==> src/rtl/debounce_pkg.sv <==
// Shared types and helpers for the switch debounce/event scheduler.
// Holds the event record and the channel-index width calculation.
package debounce_pkg;

    localparam int MAX_CH_W = 4;

    typedef struct packed {
        logic [MAX_CH_W-1:0] ch;
        logic                rise;
    } ev_t;

    // Index width for n channels; never below one bit.
    function automatic int idx_width(input int n);
        return (n > 1) ? $clog2(n) : 1;
    endfunction

endpackage

==> src/rtl/debounce_scheduler_rr_arbiter.sv <==
// Combinational round-robin arbiter.
// The search starts one past ptr_i and wraps, so the last winner has the lowest priority.
module rr_arbiter
    import debounce_pkg::*;
#(
    parameter  int N = 4,
    localparam int W = idx_width(N)
) (
    input  logic [N-1:0] req_i,
    input  logic [W-1:0] ptr_i,
    output logic         grant_valid_o,
    output logic [W-1:0] grant_idx_o
);

    logic [W-1:0] cand_s;
    logic         hit_s;

    // First requester found walking forward from ptr_i+1 wins.
    always_comb begin
        grant_valid_o = 1'b0;
        grant_idx_o   = {W{1'b0}};
        cand_s        = {W{1'b0}};
        hit_s         = 1'b0;
        for (int k = 1; k <= N; k++) begin
            cand_s        = W'((int'(ptr_i) + k) % N);
            hit_s         = !grant_valid_o && req_i[cand_s];
            grant_idx_o   = hit_s ? cand_s : grant_idx_o;
            grant_valid_o = grant_valid_o | hit_s;
        end
    end

endmodule

==> src/rtl/debounce_scheduler.sv <==
// Multi-channel switch debouncer with a shared sample prescaler.
// Committed edges are serialised round-robin onto one valid/ready event port.
module debounce_scheduler
    import debounce_pkg::*;
#(
    parameter  int N_CH    = 4,
    parameter  int PRESC_W = 20,
    parameter  int STABLE  = 3,
    localparam int CH_W    = idx_width(N_CH)
) (
    input  logic            clk,
    input  logic            reset,
    input  logic [N_CH-1:0] sw,
    output logic [N_CH-1:0] db_level,
    output logic            ev_valid,
    input  logic            ev_ready,
    output logic [CH_W-1:0] ev_ch,
    output logic            ev_rise,
    output logic [N_CH-1:0] ovr_err,
    input  logic            clr_err
);

    localparam int CNT_W = $clog2(STABLE + 1);

    logic [N_CH-1:0]            sync1_q, sync2_q;
    logic [PRESC_W-1:0]         presc_q, presc_d;
    logic [N_CH-1:0][CNT_W-1:0] cnt_q, cnt_d;
    logic [N_CH-1:0]            db_q, db_d;
    logic [N_CH-1:0]            pend_q, pend_d;
    logic [N_CH-1:0]            dir_q, dir_d;
    logic [N_CH-1:0]            ovr_q, ovr_d;
    logic [CH_W-1:0]            rr_ptr_q, rr_ptr_d;
    logic                       ev_valid_q, ev_valid_d;
    ev_t                        ev_q, ev_d;

    logic                       tick_s, load_s, grant_valid_s;
    logic [CH_W-1:0]            grant_idx_s;
    logic [N_CH-1:0]            commit_s, grant_clr_s, ovr_set_s;
    logic                       unused_ev_bits_s;

    rr_arbiter #(.N(N_CH)) u_arb (
        .req_i         (pend_q),
        .ptr_i         (rr_ptr_q),
        .grant_valid_o (grant_valid_s),
        .grant_idx_o   (grant_idx_s)
    );

    // Next-state logic: sampling, stability counting, pending/overrun and output register.
    always_comb begin
        tick_s   = &presc_q;
        load_s   = !ev_valid_q || ev_ready;
        presc_d  = presc_q + PRESC_W'(1);
        cnt_d    = cnt_q;
        db_d     = db_q;
        commit_s = {N_CH{1'b0}};
        for (int i = 0; i < N_CH; i++) begin
            if (!tick_s) begin
                cnt_d[i] = cnt_q[i];
            end else if (sync2_q[i] == db_q[i]) begin
                cnt_d[i] = {CNT_W{1'b0}};
            end else if (cnt_q[i] == CNT_W'(STABLE - 1)) begin
                cnt_d[i]    = {CNT_W{1'b0}};
                db_d[i]     = ~db_q[i];
                commit_s[i] = 1'b1;
            end else begin
                cnt_d[i] = cnt_q[i] + CNT_W'(1);
            end
        end

        // A commit on the channel being granted re-arms pend rather than overrunning.
        grant_clr_s = (load_s && grant_valid_s) ?
                      ({{(N_CH-1){1'b0}}, 1'b1} << grant_idx_s) : {N_CH{1'b0}};
        pend_d    = commit_s | (pend_q & ~grant_clr_s);
        dir_d     = (commit_s & db_d) | (~commit_s & dir_q);
        ovr_set_s = commit_s & pend_q & ~grant_clr_s;
        ovr_d     = (clr_err ? {N_CH{1'b0}} : ovr_q) | ovr_set_s;

        ev_valid_d = ev_valid_q;
        ev_d       = ev_q;
        rr_ptr_d   = rr_ptr_q;
        if (load_s) begin
            ev_valid_d = grant_valid_s;
            if (grant_valid_s) begin
                ev_d.ch   = MAX_CH_W'(grant_idx_s);
                ev_d.rise = dir_q[grant_idx_s];
                rr_ptr_d  = grant_idx_s;
            end else begin
                ev_d     = ev_q;
                rr_ptr_d = rr_ptr_q;
            end
        end else begin
            ev_valid_d = ev_valid_q;
        end
    end

    // State registers with asynchronous reset.
    always_ff @(posedge clk or posedge reset) begin
        if (reset) begin
            sync1_q    <= {N_CH{1'b0}};
            sync2_q    <= {N_CH{1'b0}};
            presc_q    <= {PRESC_W{1'b0}};
            cnt_q      <= {(N_CH*CNT_W){1'b0}};
            db_q       <= {N_CH{1'b0}};
            pend_q     <= {N_CH{1'b0}};
            dir_q      <= {N_CH{1'b0}};
            ovr_q      <= {N_CH{1'b0}};
            rr_ptr_q   <= {CH_W{1'b0}};
            ev_valid_q <= 1'b0;
            ev_q.ch    <= {MAX_CH_W{1'b0}};
            ev_q.rise  <= 1'b0;
        end else begin
            sync1_q    <= sw;
            sync2_q    <= sync1_q;
            presc_q    <= presc_d;
            cnt_q      <= cnt_d;
            db_q       <= db_d;
            pend_q     <= pend_d;
            dir_q      <= dir_d;
            ovr_q      <= ovr_d;
            rr_ptr_q   <= rr_ptr_d;
            ev_valid_q <= ev_valid_d;
            ev_q       <= ev_d;
        end
    end

    assign unused_ev_bits_s = ^ev_q.ch;
    assign db_level = db_q;
    assign ev_valid = ev_valid_q;
    assign ev_ch    = ev_q.ch[CH_W-1:0];
    assign ev_rise  = ev_q.rise;
    assign ovr_err  = ovr_q;

endmodule
==> config.mk <==
export PLATFORM = sky130hd
export DESIGN_NAME = debounce_scheduler
export DESIGN_NICKNAME = d
export VERILOG_FILES = /design/src/rtl/debounce_pkg.sv /design/src/rtl/debounce_scheduler_rr_arbiter.sv /design/src/rtl/debounce_scheduler.sv
export SDC_FILE = /design/constraint.sdc
export NUM_CORES = 1
export LEC_CHECK = 0
export CAP_MARGIN = 40
export CORE_ASPECT_RATIO = 0.75
export CORE_MARGIN = 2
export CORE_UTILIZATION = 57
export DETAILED_ROUTE_END_ITERATION = 10
export GPL_ROUTABILITY_DRIVEN = 0
export PLACE_DENSITY = 0.78
export SLEW_MARGIN = 40
export SYNTH_ARGS = -nofsm -noshare
export SYNTH_HDL_FRONTEND = slang
export SYNTH_SLANG_ARGS = --single-unit
==> constraint.sdc <==
create_clock -name clk -period 2.1 [get_ports clk]
set_input_delay 0.42 -clock clk [delete_from_list [all_inputs] [get_ports clk]]
set_output_delay 0.42 -clock clk [all_outputs]
set_load 0.01 [all_outputs]
==> results_dict.tcl <==
set metrics [dict create \
    overflow 0 \
    routedWlPerCell_um 15.09 \
    total_power_w 0.002236 \
    fmax_mhz 518.3 \
    yosys_warnings 0 \
    wirelength_um 4421 \
    cts_made_buffers 5 \
    synth.area.mux_share_pct 2.658 \
    start_util_pct 60.00 \
    yosysUniqueCellTypes 41 \
    drc 0 \
    drive_gt1_share_pct 13.03 \
    synth_top_family_by_area "simple AND/OR/NAND/NOR gates" \
    antenna_found_initial 0 \
    postRouteAntennaNets 0 \
    std_cell_rows 20 \
    syn_area_per_cell_um2 11.88 \
    postSynthNetCount 215 \
    yosys.area_share.adder_pct 0.5112 \
    synth_edf_count 0 \
    power.density_nw_per_um2 782.9 \
    yosys-top-cells-area "dfrtp_1 57%, xnor2_1 6.4%, o31ai_1 2.8%" \
    clkLatencyLatePin_ns 0.31 \
    place_hpwl_um 3163 \
    fin_crit_sh_pct 91.87 \
    fin_area_um2 2856 \
    grt_usage_pct 19.76 \
    drtIter0Drc 134 \
    io-pin-count 20 \
    p_sw_w 0.0006469 \
    holdCritPathClass "reg -> reg" \
    comb_power_share_pct 19.4 \
    path_clk_slew_ns 0.09 \
    die_x_um 79.66 \
    setup_tns_ns 0 \
    hold_viol 0 \
    synth_compound_area_share_pct 11.91 \
    startpoint_type "flop" \
    p_int_w 0.001589 \
    nNetsFinal 247 \
    yosys-top-cells-count "56 x dfrtp_1, 18 x xnor2_1, 17 x nand2_1" \
    ir_worst_vdd_mv 0.4881 \
    drv_slew 0 \
    grt_use_met2_pct 31.45 \
    tightestPinTransition_ns 0.4169 \
    p_leak_nw 1.254 \
    synth_top_area_share_pct 57.26 \
    switching_share_pct 28.93 \
    synth.most_common_cell "dfrtp_1" \
    cts.sinks 56 \
    grt_max_degree 57 \
    min_period_ns 1.929 \
    placed_cell_area_um2 2755 \
    synth_area_um2 2447 \
    routed_via_density 5.642 \
    htree_levels 2 \
    synthFlopType "dfrtp_1" \
    end_kind "flop" \
    dr_total_vias 1653 \
    skew_ns 0.007807 \
    arrival_ns 2.15 \
    io_buffers 19 \
    synth-seq-cells 56 \
    synth-simple-area-share_pct 17.13 \
    slew_headroom_pct 71.99 \
    max-clock-path-buffers 2 \
    die_area_um2 4839 \
    yosysTopAreaCell "dfrtp_1" \
    use_met1_pct 27.13 \
    gr-usage-met3_pct 4.018 \
    num_antenna_cells 0 \
    area_growth_pct 16.72 \
    p_clk_share_pct 26.3 \
    firstDrtPassIters 4 \
    finalSetupViolCount 0 \
    path_class "reg -> reg" \
    synthXorXnorAreaFrac_pct 7.873 \
    final_util_pct 70.03 \
    cts_hold_buf 0 \
    grt_setup_unrepaired "false" \
    seqPwrFrac_pct 54.3 \
    async_flop_share_pct 100.0 \
    cts_tree "built" \
    crit_path_max_fanout 7 \
    grt_pass1_vias 1582 \
    drv_cap 0 \
    core_um2 4079 \
    die_h_um 60.75 \
    crit_required_ns 2.32 \
    status "finished clean" \
    cts_root_buffer "clkbuf_8" \
    yosysSeqAreaShare_pct 57.26 \
    synth_cells 206 \
    grt_pass1_wl_um 7169 \
    grt_busiest_layer "met2" \
]
cell usage in the layout (no fill, tap or decap), types with 2 or more instances in the layout:
cell type        instances
dfrtp_1                 56
clkdlybuf4s50_1         19
xnor2_1                 18
nand2_1                 16
inv_1                   12
o31ai_1                  9
nand2b_1                 7
nor3_1                   7
buf_4                    7
nand3_1                  6
clkbuf_8                 6
o21ai_1                  5
o22ai_1                  5
or3_1                    5
a21oi_1                  4
o21ai_0                  4
mux2_2                   4
nand4_1                  4
xor2_1                   4
a22o_1                   4
a2bb2oi_1                3
nor2_1                   3
nor4_1                   3
nor4_4                   2
and4_1                   2
mux2i_1                  2
nor3_2                   2
power by group through the flow:
stage	clock (W)	combinational, W	sequential, W
detailed placement	0	0.000425	0.00124
global placement	0	0.000406	0.00123
CTS	0.000607	0.000432	0.00121
finish	0.000589	0.000433	0.00121
global route	0.000649	0.000483	0.00123
floorplan	0	0.000268	0.00123
through the flow:
stage	hold WS (ns)	worst slack (ns)	cells
2_1_floorplan	0.3312	0.2642	206
5_1_grt	0.3673	0.02319	293
3_5_place_dp	0.3356	0.02062	285
4_1_cts	0.3570	0.09282	292
6_report	0.3530	0.1706	293
3_3_place_gp	0.3322	0.1483	285
final cells by class:
class                      count  area [um^2]
sequential                    56         1401
fill                         306         1222
multi-input combinational    135        983.4
timing repair buffer          27        262.8
clock buffer                   6        82.58
tap                           55        68.82
inverter                      13        48.80
clock inverter                 1        8.758
worst max-delay path: stages (launching register included):
cell     delay, ns
dfrtp_1       0.40
ha_1          0.20
nand2_2       0.11
nor4_4        0.37
nand3_4       0.16
or3_1         0.46
o22ai_1       0.14
path summary, 6_finish.rpt:
check | endpoint | depth (start not counted) | slack, ns | startpoint
worst max register to register | ovr_err[3]$_DFF_PP0_ | 6 | 0.17 | presc_q[1]$_DFF_PP0_
min in group asynchronous | presc_q[13]$_DFF_PP0_ | 3 | 0.48 | reset
worst min register to register | sync2_q[2]$_DFF_PP0_ | 0 | 0.35 | sync1_q[2]$_DFF_PP0_
worst min-delay path | sync2_q[2]$_DFF_PP0_ | 0 | 0.35 | sync1_q[2]$_DFF_PP0_
worst max-delay path | ovr_err[3]$_DFF_PP0_ | 6 | 0.17 | presc_q[1]$_DFF_PP0_
max in group asynchronous | cnt_q[7]$_DFFE_PP0N_ | 3 | 1.37 | reset
per-layer routing:
metal,wire (um),vias up,share of wire (%)
met5,0,-,0
met4,52,0,1.2
met3,181,5,4.1
met2,2053,39,46
met1,2134,803,48
li1,-,806,-
state kept, by name (all words and copies together), names as in the netlist, named ones only:
signal	cells
db_level	4
ev_valid	1
sync1_q	4
ovr_err	4
pend_q	4
ev_rise	1
presc_q	20
sync2_q	4
cnt_q	8
rr_ptr_q	2
repair_timing:
item / CTS / global route
gates resized for setup: 0 / 1
endpoints found under the setup margin: 0 / 2
setup buffers: 0 / 1
logic make-up (layout without fill, tap and decap cells):
family | Yosys count | in the layout
buffers and inverters | 15 | 47
adder cells (fa/ha/maj) | 1 | 1
multiplexers | 6 | 6
AO/OA/AOI/OAI | 41 | 41
flip-flops | 56 | 56
XOR/XNOR | 22 | 22
AND/OR/NAND/NOR | 65 | 65
(Power assumes the default switching activity.)
